<file path="config.mk">
export PLATFORM = sky130hd
export DESIGN_NAME = mem_bus_arbiter
export DESIGN_NICKNAME = d
export VERILOG_FILES = /design/src/rtl/mem_bus_pkg.sv /design/src/rtl/mem_bus_arbiter_rr_arb2.sv /design/src/rtl/mem_bus_arbiter.sv
export SDC_FILE = /design/constraint.sdc
export NUM_CORES = 1
export LEC_CHECK = 0
export CORE_MARGIN = 5
export CORE_UTILIZATION = 40
export CTS_CLUSTER_DIAMETER = 150
export DETAILED_ROUTE_END_ITERATION = 10
export GPL_ROUTABILITY_DRIVEN = 0
export MAX_ROUTING_LAYER = met4
export PLACE_DENSITY = 0.73
export SLEW_MARGIN = 30
export SYNTH_ARGS = -nofsm -noshare
export SYNTH_HDL_FRONTEND = slang
export SYNTH_SLANG_ARGS = --single-unit
export TNS_END_PERCENT = 20
</file>
<file path="constraint.sdc">
create_clock -name i_clk -period 3 [get_ports i_clk]
set_input_delay 0.3 -clock i_clk [delete_from_list [all_inputs] [get_ports i_clk]]
set_output_delay 0.3 -clock i_clk [all_outputs]
set_load 0.005 [all_outputs]
</file>
<file path="src/rtl/mem_bus_pkg.sv">
// mem_bus_pkg
//   Shared definitions for the two-port memory bus arbiter:
//   sequencer state encoding, port identifiers and the default
//   memory address width.
package mem_bus_pkg;

   // Sequencer states: arbitration, first byte, second byte, completion.
   typedef enum logic [1:0] {
      IDLE  = 2'd0,
      BYTE0 = 2'd1,
      BYTE1 = 2'd2,
      DONE  = 2'd3
   } state_t;

   // Port identifiers; also the encoding of the last-grant register.
   localparam logic PORT_CPU = 1'b0;
   localparam logic PORT_DMA = 1'b1;

   // Default memory byte-address width.
   localparam int DEF_ADDR_W = 16;

endpackage : mem_bus_pkg

</file>
<file path="src/rtl/mem_bus_arbiter_rr_arb2.sv">
// rr_arb2
//   Combinational two-way round-robin picker.
//   Ports:
//     i_req0, i_req1 : request lines
//     i_last         : port granted most recently (PORT_CPU / PORT_DMA)
//     o_pick         : one-hot winner, bit 0 = port 0, bit 1 = port 1
//     o_any          : at least one request is present
module rr_arb2
   import mem_bus_pkg::*;
(
   input  logic       i_req0,
   input  logic       i_req1,
   input  logic       i_last,
   output logic [1:0] o_pick,
   output logic       o_any
);

   // Winner selection: a lone requester wins, a tie goes to the port
   // that was not granted last.
   always_comb begin
      o_pick = 2'b00;
      o_any  = i_req0 | i_req1;
      if (i_req0 && i_req1) begin
         if (i_last == PORT_DMA) begin
            o_pick = 2'b01;
         end else begin
            o_pick = 2'b10;
         end
      end else begin
         o_pick = {i_req1, i_req0};
      end
   end

endmodule : rr_arb2

</file>
<file path="src/rtl/mem_bus_arbiter.sv">
// mem_bus_arbiter
//   Arbitrates the 8-bit memory bus between the CPU path (port 0) and
//   the DMA/debug loader (port 1) and sequences each granted access as
//   one byte cycle or two little-endian byte cycles.
//   Ports:
//     i_clk, i_reset            : clock, synchronous active-high reset
//     i_reqN/i_weN/i_wordN      : request, write enable, 16-bit access
//     i_addrN/i_wdataN          : start address, write data (low byte first)
//     o_gntN/o_doneN/o_rdataN   : ownership, completion pulse, read result
//     o_mem_addr/o_mem_read/o_mem_write/o_mem_wdata/i_mem_rdata : memory side
//   Every output is a flop; the next-output logic is decoded from the
//   next state so the strobes line up with the state they belong to.
module mem_bus_arbiter
   import mem_bus_pkg::*;
#(
   parameter int ADDR_W = DEF_ADDR_W
)(
   input  logic              i_clk,
   input  logic              i_reset,
   input  logic              i_req0,
   input  logic              i_req1,
   input  logic              i_we0,
   input  logic              i_we1,
   input  logic              i_word0,
   input  logic              i_word1,
   input  logic [ADDR_W-1:0] i_addr0,
   input  logic [ADDR_W-1:0] i_addr1,
   input  logic [15:0]       i_wdata0,
   input  logic [15:0]       i_wdata1,
   output logic              o_gnt0,
   output logic              o_gnt1,
   output logic              o_done0,
   output logic              o_done1,
   output logic [15:0]       o_rdata0,
   output logic [15:0]       o_rdata1,
   output logic [ADDR_W-1:0] o_mem_addr,
   output logic              o_mem_read,
   output logic              o_mem_write,
   output logic [7:0]        o_mem_wdata,
   input  logic [7:0]        i_mem_rdata
);

   localparam logic [ADDR_W-1:0] ADDR_ONE = {{(ADDR_W-1){1'b0}}, 1'b1};

   state_t              r_state;
   logic                r_owner;
   logic                r_last;
   logic                r_we;
   logic                r_word;
   logic [ADDR_W-1:0]   r_addr;
   logic [15:0]         r_wdata;
   logic [7:0]          r_lo;
   logic [15:0]         r_rdata0;
   logic [15:0]         r_rdata1;
   logic                r_gnt0;
   logic                r_gnt1;
   logic                r_done0;
   logic                r_done1;
   logic [ADDR_W-1:0]   r_mem_addr;
   logic                r_mem_read;
   logic                r_mem_write;
   logic [7:0]          r_mem_wdata;

   state_t              w_state_next;
   logic                w_owner_next;
   logic                w_we_next;
   logic                w_word_next;
   logic [ADDR_W-1:0]   w_addr_next;
   logic [15:0]         w_wdata_next;
   logic                w_grant;
   logic [1:0]          w_pick;
   logic                w_any;
   logic                w_gnt0_next;
   logic                w_gnt1_next;
   logic                w_done0_next;
   logic                w_done1_next;
   logic [ADDR_W-1:0]   w_mem_addr_next;
   logic                w_mem_read_next;
   logic                w_mem_write_next;
   logic [7:0]          w_mem_wdata_next;

   rr_arb2 u_rr_arb2 (
      .i_req0 (i_req0),
      .i_req1 (i_req1),
      .i_last (r_last),
      .o_pick (w_pick),
      .o_any  (w_any)
   );

   // Next-state logic and transaction latching at grant time.
   always_comb begin
      w_state_next = r_state;
      w_owner_next = r_owner;
      w_we_next    = r_we;
      w_word_next  = r_word;
      w_addr_next  = r_addr;
      w_wdata_next = r_wdata;
      w_grant      = 1'b0;
      case (r_state)
         IDLE: begin
            if (w_any) begin
               w_state_next = BYTE0;
               w_grant      = 1'b1;
               if (w_pick == 2'b10) begin
                  w_owner_next = PORT_DMA;
                  w_we_next    = i_we1;
                  w_word_next  = i_word1;
                  w_addr_next  = i_addr1;
                  w_wdata_next = i_wdata1;
               end else begin
                  w_owner_next = PORT_CPU;
                  w_we_next    = i_we0;
                  w_word_next  = i_word0;
                  w_addr_next  = i_addr0;
                  w_wdata_next = i_wdata0;
               end
            end else begin
               w_state_next = IDLE;
            end
         end
         BYTE0: begin
            if (r_word) begin
               w_state_next = BYTE1;
            end else begin
               w_state_next = DONE;
            end
         end
         BYTE1:   w_state_next = DONE;
         DONE:    w_state_next = IDLE;
         default: w_state_next = IDLE;
      endcase
   end

   // Output values for the coming cycle, decoded from the next state.
   always_comb begin
      w_gnt0_next      = 1'b0;
      w_gnt1_next      = 1'b0;
      w_done0_next     = 1'b0;
      w_done1_next     = 1'b0;
      w_mem_addr_next  = {ADDR_W{1'b0}};
      w_mem_read_next  = 1'b0;
      w_mem_write_next = 1'b0;
      w_mem_wdata_next = 8'h00;
      if (w_state_next != IDLE) begin
         w_gnt0_next = (w_owner_next == PORT_CPU);
         w_gnt1_next = (w_owner_next == PORT_DMA);
      end else begin
         w_gnt0_next = 1'b0;
         w_gnt1_next = 1'b0;
      end
      case (w_state_next)
         BYTE0: begin
            w_mem_addr_next  = w_addr_next;
            w_mem_read_next  = ~w_we_next;
            w_mem_write_next = w_we_next;
            w_mem_wdata_next = w_we_next ? w_wdata_next[7:0] : 8'h00;
         end
         BYTE1: begin
            // Address wraps naturally at 2^ADDR_W.
            w_mem_addr_next  = w_addr_next + ADDR_ONE;
            w_mem_read_next  = ~w_we_next;
            w_mem_write_next = w_we_next;
            w_mem_wdata_next = w_we_next ? w_wdata_next[15:8] : 8'h00;
         end
         DONE: begin
            w_done0_next = (w_owner_next == PORT_CPU);
            w_done1_next = (w_owner_next == PORT_DMA);
         end
         default: begin
            w_mem_addr_next = {ADDR_W{1'b0}};
         end
      endcase
   end

   // State, latched transaction, read assembly and output registers.
   always_ff @(posedge i_clk) begin
      if (i_reset) begin
         r_state     <= IDLE;
         r_owner     <= PORT_CPU;
         r_last      <= PORT_DMA;
         r_we        <= 1'b0;
         r_word      <= 1'b0;
         r_addr      <= {ADDR_W{1'b0}};
         r_wdata     <= 16'h0000;
         r_lo        <= 8'h00;
         r_rdata0    <= 16'h0000;
         r_rdata1    <= 16'h0000;
         r_gnt0      <= 1'b0;
         r_gnt1      <= 1'b0;
         r_done0     <= 1'b0;
         r_done1     <= 1'b0;
         r_mem_addr  <= {ADDR_W{1'b0}};
         r_mem_read  <= 1'b0;
         r_mem_write <= 1'b0;
         r_mem_wdata <= 8'h00;
      end else begin
         r_state     <= w_state_next;
         r_owner     <= w_owner_next;
         r_we        <= w_we_next;
         r_word      <= w_word_next;
         r_addr      <= w_addr_next;
         r_wdata     <= w_wdata_next;
         r_gnt0      <= w_gnt0_next;
         r_gnt1      <= w_gnt1_next;
         r_done0     <= w_done0_next;
         r_done1     <= w_done1_next;
         r_mem_addr  <= w_mem_addr_next;
         r_mem_read  <= w_mem_read_next;
         r_mem_write <= w_mem_write_next;
         r_mem_wdata <= w_mem_wdata_next;
         if (w_grant) begin
            r_last <= w_owner_next;
         end else begin
            r_last <= r_last;
         end
         // Read data lands in the owner's register on entry to DONE,
         // so it is already valid while done pulses.
         if (r_state == BYTE0 && !r_we) begin
            r_lo <= i_mem_rdata;
            if (!r_word) begin
               if (r_owner == PORT_DMA) begin
                  r_rdata1 <= {8'h00, i_mem_rdata};
               end else begin
                  r_rdata0 <= {8'h00, i_mem_rdata};
               end
            end
         end else if (r_state == BYTE1 && !r_we) begin
            if (r_owner == PORT_DMA) begin
               r_rdata1 <= {i_mem_rdata, r_lo};
            end else begin
               r_rdata0 <= {i_mem_rdata, r_lo};
            end
         end
      end
   end

   assign o_gnt0      = r_gnt0;
   assign o_gnt1      = r_gnt1;
   assign o_done0     = r_done0;
   assign o_done1     = r_done1;
   assign o_rdata0    = r_rdata0;
   assign o_rdata1    = r_rdata1;
   assign o_mem_addr  = r_mem_addr;
   assign o_mem_read  = r_mem_read;
   assign o_mem_write = r_mem_write;
   assign o_mem_wdata = r_mem_wdata;

endmodule : mem_bus_arbiter

</file>
# Word-level counts from Yosys, hierarchy flattened
# Cells that the tools add are included.
# W data, S select, Z words.
[word_totals]
ff_bits = 108
input_bits = 80
wordCells = 82
[classes]
n_reduce_logical = 14
add_sub_neg = 1
n_mux = 34
n_bitwise = 7
eq_ne = 8
[ops]
columns = ["cell", "n"]
rows = [
  ["$mux W16", 16],
  ["$pmux W16 S2", 1],
  ["$add A16 B1 Y16 const B", 1],
  ["$mux W8", 2],
  ["$pmux W8 S2", 1],
  ["$mux W1", 11],
  ["$eq A2 B2 Y1 const B", 5],
  ["$pmux W2 S4", 1],
  ["$reduce_or A2 Y1", 4],
  ["$not A1 Y1", 6],
  ["$reduce_and A3 Y1", 2],
  ["$eq A2 B1 Y1 const B", 2],
  ["$mux W2", 2],
  ["$reduce_bool A2 Y1", 2],
  ["$logic_and A1 B1 Y1", 3],
  ["$logic_not A2 Y1", 1],
  ["$ne A2 B2 Y1 const B", 1],
  ["$reduce_and A2 Y1", 1],
  ["$logic_not A1 Y1", 1],
  ["$or A1 B1 Y1", 1],
]

# Logic depth before layout (Yosys ltp)
# Gate-level depths: netlist (run 1).
[depth]
ltp_word = 8
ltp_mapped = 12
ltp_nobuf = 11

# Cells and area by module
# From an unflattened synthesis (run 1), not the netlist that was laid out.
[hier_totals]
cells_unflattened = 539
hier_area_um2 = 4702.0
[modules_own_cells]
columns = ["mod", "seq_area_each_um2", "area_each_um2", "cells_per_inst", "instances"]
rows = [
  ["mem_bus_arbiter", 2162.1, 4677.0, 535, 1],
  ["rr_arb2", 0.0, 25.0, 4, 1],
]

# Worst setup path before layout (run 1)
# No wires, ideal clock.
[synth_path]
kind = "flip-flop to flip-flop"
from = "register r_state[0]"
to = "register r_mem_addr[10], in the netlist o_mem_addr[10]"
required_time_ns = 2.921
t_arrival_ns = 2.705
path_stages_with_launch = 12
slack_ns = 0.215
setup_ns = 0.079
n_path_buf = 2
cell_sequence = "dfxtp_1 -> inv_1 -> ha_1 -> o21a_2 -> clkbuf_1 -> clkbuf_1 -> o21a_1 -> ha_1 -> nor4b_2 -> nand4_1 -> or4_1 -> o211ai_1"
[synth_via]
elab_chain_cells = 4
[synth_lines]
columns = ["element", "line_no", "rtl"]
rows = [
  ["from (decl)", "mem_bus_arbiter.sv:45", "state_t r_state;"],
  ["from (signal assigned)", "mem_bus_arbiter.sv:197", "r_state <= w_state_next;"],
  ["$logic_not A2 Y1", "mem_bus_arbiter.sv:99", "case (r_state)"],
  ["$mux W16", "mem_bus_arbiter.sv:99", ""],
  ["named net w_addr_next[0]", "mem_bus_arbiter.sv:68", "logic [ADDR_W-1:0] w_addr_next;"],
  ["$add A16 B1 Y16", "mem_bus_arbiter.sv:160", "w_mem_addr_next = w_addr_next + ADDR_ONE;"],
  ["$pmux W16 S2", "mem_bus_arbiter.sv:151", "case (w_state_next)"],
  ["to (signal assigned)", "mem_bus_arbiter.sv:192", "r_mem_addr <= {ADDR_W{1'b0}};"],
  ["to (signal assigned)", "mem_bus_arbiter.sv:207", "r_mem_addr <= w_mem_addr_next;"],
  ["to (decl)", "mem_bus_arbiter.sv:59", "logic [ADDR_W-1:0] r_mem_addr;"],
]
# The timed path passes the listed nets, and every way through them passes these cells.
# A chain may end at the register's enable or synchronous reset.

# Worst setup path in the final report (run 1)
[layout_path]
from = "register r_state[0]"
to = "register r_mem_addr[9], in the netlist o_mem_addr[9]"
[layout_via]
elab_chain_cells = 4
[layout_lines]
columns = ["element", "line_no"]
rows = [
  ["$logic_not A2 Y1 (tied with other cells)", "mem_bus_arbiter.sv:99"],
  ["$mux W16 or $pmux W2 S4 (tied branches)", "mem_bus_arbiter.sv:99"],
  ["$add A16 B1 Y16 (tied with other cells)", "mem_bus_arbiter.sv:160"],
  ["$pmux W16 S2 *", "mem_bus_arbiter.sv:151"],
]
# Mark *: on every way between the ends. The rest lies on a longest branch, timed or not.

==> results of run 1 <==
==> through the flow <==
stage / area [µm²] / instances / power (mW) / worst slack, ns
after global routing: 6580 / 839 / 5.68 / 0.000579
after detailed placement: 6280 / 823 / 4.17 / -0.0606
after global placement: 6280 / 823 / 4.12 / 0.0974
after CTS: 6560 / 839 / 5.31 / 0.0144
after floorplan: 4670 / 555 / 3.22 / 0.215
final: 6580 / 839 / 5.32 / 0.143
==> critical path, cell delays in order (launching register included) <==
cell	delay [ns]
dfxtp_1	0.32
inv_1	0.15
ha_4	0.25
buf_4	0.16
o21a_2	0.24
o32ai_1	0.14
nand4b_1	0.34
or4_4	0.58
o21a_1	0.18
or3_1	0.37
==> area by class of cell <==
type,instances,area [µm²],area share [%]
Clock inverter,7,57.6,0.874
Clock buffer,9,225,3.42
Inverter,8,30.0,0.456
Multi-Input combinational cell,400,2350,35.7
Sequential cell,108,2160,32.8
Timing Repair Buffer,164,1580,24.0
Tap cell,143,179,2.72
==> worst max path at each step <==
stage | from | endpoint | slack [ns] | depth (start not counted)
after CTS | r_state[0] | o_mem_addr[9] | 0.01 | 9
after global routing | r_state[0] | o_mem_addr[11] | 0.0006 | 9
final | r_state[0] | o_mem_addr[9] | 0.14 | 9
after global placement | i_req1 | o_mem_addr[10] | 0.1 | 9
after floorplan | r_state[0] | o_mem_addr[10] | 0.22 | 11
after detailed placement | i_req1 | o_mem_addr[10] | -0.06 | 9
==> per-layer routing <==
layer  GRT usage [%]  vias up  wire (µm)
met2            30.4      216       6400
met5               -        -          0
met4            6.31        0        239
met3            3.80       19       1030
li1                -     2203          -
met1            25.2     2088       6010
==> cells in the mapped netlist (7+ instances only) <==
cell and number:
nand3_1 21, a22oi_1 13, nand2_1 71, nor3_1 8, nor2b_1 34, a32oi_1 7, dfxtp_1 108, inv_1 8
nor2_1 85, a21oi_1 18, o21ai_0 8, clkbuf_1 35, a31oi_1 22, mux2i_1 11, a211oi_1 18, ha_1 9
==> power by group through the flow <==
stage	logic [mW]	clock network (mW)	registers, mW
global route	2.52	1.23	1.93
global placement	2.19	0	1.92
floorplan	1.31	0	1.91
CTS	2.25	1.16	1.90
finish	2.29	1.13	1.90
detailed placement	2.24	0	1.93
==> registers in the layout (all words and copies together) (netlist names) <==
name         flops
o_mem_addr      16
o_rdata0        16
o_rdata1        16
r_addr          16
r_wdata         16
o_mem_wdata      8
r_lo             8
r_state          2
o_done0          1
o_done1          1
o_gnt0           1
o_gnt1           1
o_mem_read       1
o_mem_write      1
r_last           1
r_owner          1
r_we             1
r_word           1
==> what timing repair did <==
item / CTS / global route
buffers inserted: 0 / 0
endpoints found under the setup margin: 0 / 10
gates resized for setup: 0 / 3
==> logic make-up (layout without fill, tap and decap cells) <==
kind of cell             count (synthesis)  count (layout)
AO/OA/AOI/OAI                          122             122
XOR/XNOR                                 5               5
adder cells (fa/ha/maj)                  9               9
buffers and inverters                   47             188
flip-flops                             108             108
multiplexers                            11              11
AND/OR/NAND/NOR                        253             253
==> results.ini, run 1 <==
[timing]
fin_skew_ns = 0.00616
setup_tns_ns = 0
finalMaxSlewViolations = 0
post-route-min-period_ns = 2.86
timing.fmax_mhz = 350
tightest_slew_ns = 0.846
finalCritPeriodShare_pct = 95.2
final-hold-violation-count = 0
fin_hold_ws_ns = 0.464
setup_violations = 0
relSlewSlack_pct = 43.6
rsz0062_at_grt = false

[floorplan]
die_area_mm2 = 0.0139
die_w_um = 118
die_h_um = 118
core_mm2 = 0.0114
io_pins = 142
fp-row-count = 39
initial_core_util_pct = 40.9

[worst_hold_path]
hold_depth = 2
hold_start = o_rdata0[12]
holdPathEnd = o_rdata0[12]
hp-class = register to register

[clock_network]
cts_made_buffers = 9
clk_pin_slew_ns = 0.07
clockRootBuffer = clkbuf_16
insertion_delay_ns = 0.34
clkSinkCount = 108
hold_buffers = 0
cts_tree = built
htreeDepth = 3
cts_buffer_depth = 2

[cells_and_area]
drive_above_1_share_pct = 7.47
final_common_cell = clkdlybuf4s50_1
diodes = 0
nets = 780
utilization_pct = 57.6
syn_to_final_growth_pct = 40.9
final_cell_mix = 140 x clkdlybuf4s50_1, 108 x dfxtp_1, 85 x nor2_1, 71 x nand2_1, 34 x nor2b_1
fill_cells = 1025

[setup_path]
critPathMaxFanout = 13
reg2reg_to = o_mem_addr[9]
arrival_ns = 3.08
cp-start-kind = register
regToRegStartpoint = r_state[0]
end_kind = register
worstSetupPathType = register to register
required_ns = 3.22
r2r_cells = 9
rrSetupSlack_ns = 0.14

[placed_design]
post-dp-hpwl_um = 10200
port_buffers = 141

[synthesis]
synth_top_cell_area_share_pct = 46.3
syn_nets = 644
yosysSeqAreaShare_pct = 46.3
ys_ff_latch = 108
synthMuxAreaShare_pct = 2.36
synth-edff-count = 0
synthArstFlopShare_pct = 0
synth_xor_area_share_pct = 0.938
synth_top_family_by_area = simple AND/OR/NAND/NOR gates
syn_area_mm2 = 0.00467
synth_cells = 555
synth-simple-area-share_pct = 25.5
synth_compound_area_share_pct = 18.5
synth.distinct_cells = 56
synth.largest_area_cell = dfxtp_1
synth.avg_cell_area_um2 = 8.42
ys.flop_type = dfxtp_1
yosys.area_share.adder_pct = 2.41
yosysWarnings = 0
ys_top_cells_by_area = dfxtp_1 46%, nor2_1 6.8%, nand2_1 5.7%

[routing]
dr.first_iter.drc_count = 385
via_per_inst = 5.39
vias = 4526
firstDrtPassIters = 5
routed_wl_um = 13700
drc = 0
routedWlPerCell_um = 16.3
ant_nets = 0

[power_and_ir_drop]
p_sw_share_pct = 35.8
max-vdd-ir-drop_uv = 421
internal_power_mw = 3.41
seq_power_share_pct = 35.7
pwr-share-comb_pct = 43.1
p_clk_share_pct = 21.2
powerDensity_mw_per_mm2 = 808
p_sw_mw = 1.91
p_leak_nw = 2.49

[run_status]
status = complete, no violations

[grt]
track_usage_pct = 19.4
antenna_found_initial = 0
grt_pass1_vias = 4555
grt_pass1_wl_um = 22000
grt_max_degree = 84
grt_overflow = 0

[job]
max-cap-violations = 0

Note: power is estimated with default switching activity, not from simulation.
==> inputs of run 2 (changes only) <==
Settings changed: PLACE_DENSITY 0.73 to 0.7, REMOVE_ABC_BUFFERS from default to 1.
Clock period 3 ns to 3.6 ns, I/O delays scaled along.
==> run 2 against run 1 <==
Critical endpoint is now o_mem_addr[11]. Design area down 2.0%. Core utilization down 1.1 points. Clock power down 20%. Largest power group unchanged.
==> results.ini, run 2 (synthesis gave the netlist of run 1 again) <==
[cells_and_area]
final_cell_mix = 140 x clkdlybuf4s50_1, 108 x dfxtp_1, 85 x nor2_1, 71 x nand2_1, 34 x nor2b_1
seq_area_mm2 = 0.00216
drive_above_1_share_pct = 5.42
finalNonFillerCells = 826
syn_to_final_growth_pct = 38.1
fill_cells = 1043
multi_input_comb_area_mm2 = 0.00233
nets = 767
diodes = 0
final_common_cell = clkdlybuf4s50_1

[clock_network]
hold_buffers = 0
htreeDepth = 3
clk_pin_slew_ns = 0.07
cts_tree = built
post_cts_buffers = 0
cts_made_buffers = 9
clkSinkCount = 108
cts_buffer_depth = 2
insertion_delay_ns = 0.34
cts_resized = 0
clockRootBuffer = clkbuf_16

[job]
max-cap-violations = 0

[worst_hold_path]
hp-class = register to register

[setup_path]
worstSetupPathType = register to register
path_buf_inv = 1
slowest_delay_ns = 0.60
path_delay_family = simple AND/OR/NAND/NOR gates
cp_cell_sequence = inv_1, ha_1, o21a_2, o32ai_1, nand4b_1, nor4_2, a211oi_1, or3_1
crit_path_top_delay_cell = nor4_2
end_kind = register
cp-start-kind = register
arrival_ns = 3.37
critPathMaxFanout = 23
required_ns = 3.83

[grt]
grt_pass1_wl_um = 22100
antenna_found_initial = 0
grt_overflow = 0
grt_pass1_vias = 4524
grt_max_degree = 84
track_usage_pct = 19.7

[timing]
finalMaxSlewViolations = 0
rsz0062_at_grt = false
final-hold-violation-count = 0
post-route-min-period_ns = 3.14
fin_hold_ws_ns = 0.453
setup_tns_ns = 0
fin_ws_ns = 0.458
timing.fmax_mhz = 318
fin_skew_ns = 0.00828
setup_violations = 0
tightest_slew_ns = 0.874
relSlewSlack_pct = 41.7
finalCritPeriodShare_pct = 87.3

[routing]
via_per_inst = 5.38
drc = 0
ant_nets = 0
top_layer = met4
met1_length_um = 6000
routed_wl_um = 13700
vias = 4447
routedWlPerCell_um = 16.5
dr.first_iter.drc_count = 318
wl_met2_um = 6510
firstDrtPassIters = 5
dr_wl_met3_um = 903

[floorplan]
core_mm2 = 0.0114
die_area_mm2 = 0.0139
die_w_um = 118
io_pins = 142
initial_core_util_pct = 40.9
die_h_um = 118
fp-row-count = 39

[placed_design]
place_ws_ns = 0.402
port_buffers = 141
dpl.cell_count = 810
post-dp-hpwl_um = 9760

[power_and_ir_drop]
max-vdd-ir-drop_uv = 337
p_leak_nw = 2.43
powerDensity_mw_per_mm2 = 666

[run_status]
status = complete, no violations

[run 2: final cells by class]
| cell class | instances | share of cell area [%] |
|---|---|---|
| timing repair buffer | 151 | 23.0 |
| inverter | 8 | 0.465 |
| multi-input combinational | 400 | 36.1 |
| clock buffer | 11 | 3.61 |
| clock inverter | 5 | 0.562 |
| tap | 143 | 2.77 |
| sequential | 108 | 33.5 |
[run 2: through the flow]
step	power (mW)	utilization, %	cell area, µm²
floorplan	2.63	-	4520
global placement	3.36	54.1	6180
detailed placement	3.40	54.2	6180
CTS	4.32	56.5	6450
global route	4.58	56.5	6450
finish	4.29	56.5	6450
[run 2: worst reg2reg max path, stage by stage, from the launching register on]
cell and delay, ns:
dfxtp_1 0.32, inv_1 0.10, ha_1 0.59, o21a_2 0.40, o32ai_1 0.16, nand4b_1 0.33
nor4_2 0.60, a211oi_1 0.16, or3_1 0.38
[run 2: layer usage]
layer  vias up  track usage [%]
met5         -                -
met1      2050             24.3
met4         0             5.81
li1       2188                -
met3        17             4.04
met2       192             32.5
[run 2: power breakdown]
part / leakage [nW] / switching, mW / internal [mW]
Sequential: 0.885 / 0.111 / 1.47
Clock: 0.134 / 0.432 / 0.473
Combinational: 1.41 / 0.986 / 0.827
[run 2: final timing paths]
kind	start	to	slack (ns)	cells after the start
setup reg to reg	r_state[1]	o_mem_addr[11]	0.46	8
hold / removal	o_rdata1[14]	o_rdata1[14]	0.45	2
hold reg to reg	o_rdata1[14]	o_rdata1[14]	0.45	2
setup / recovery	r_state[1]	o_mem_addr[11]	0.46	8
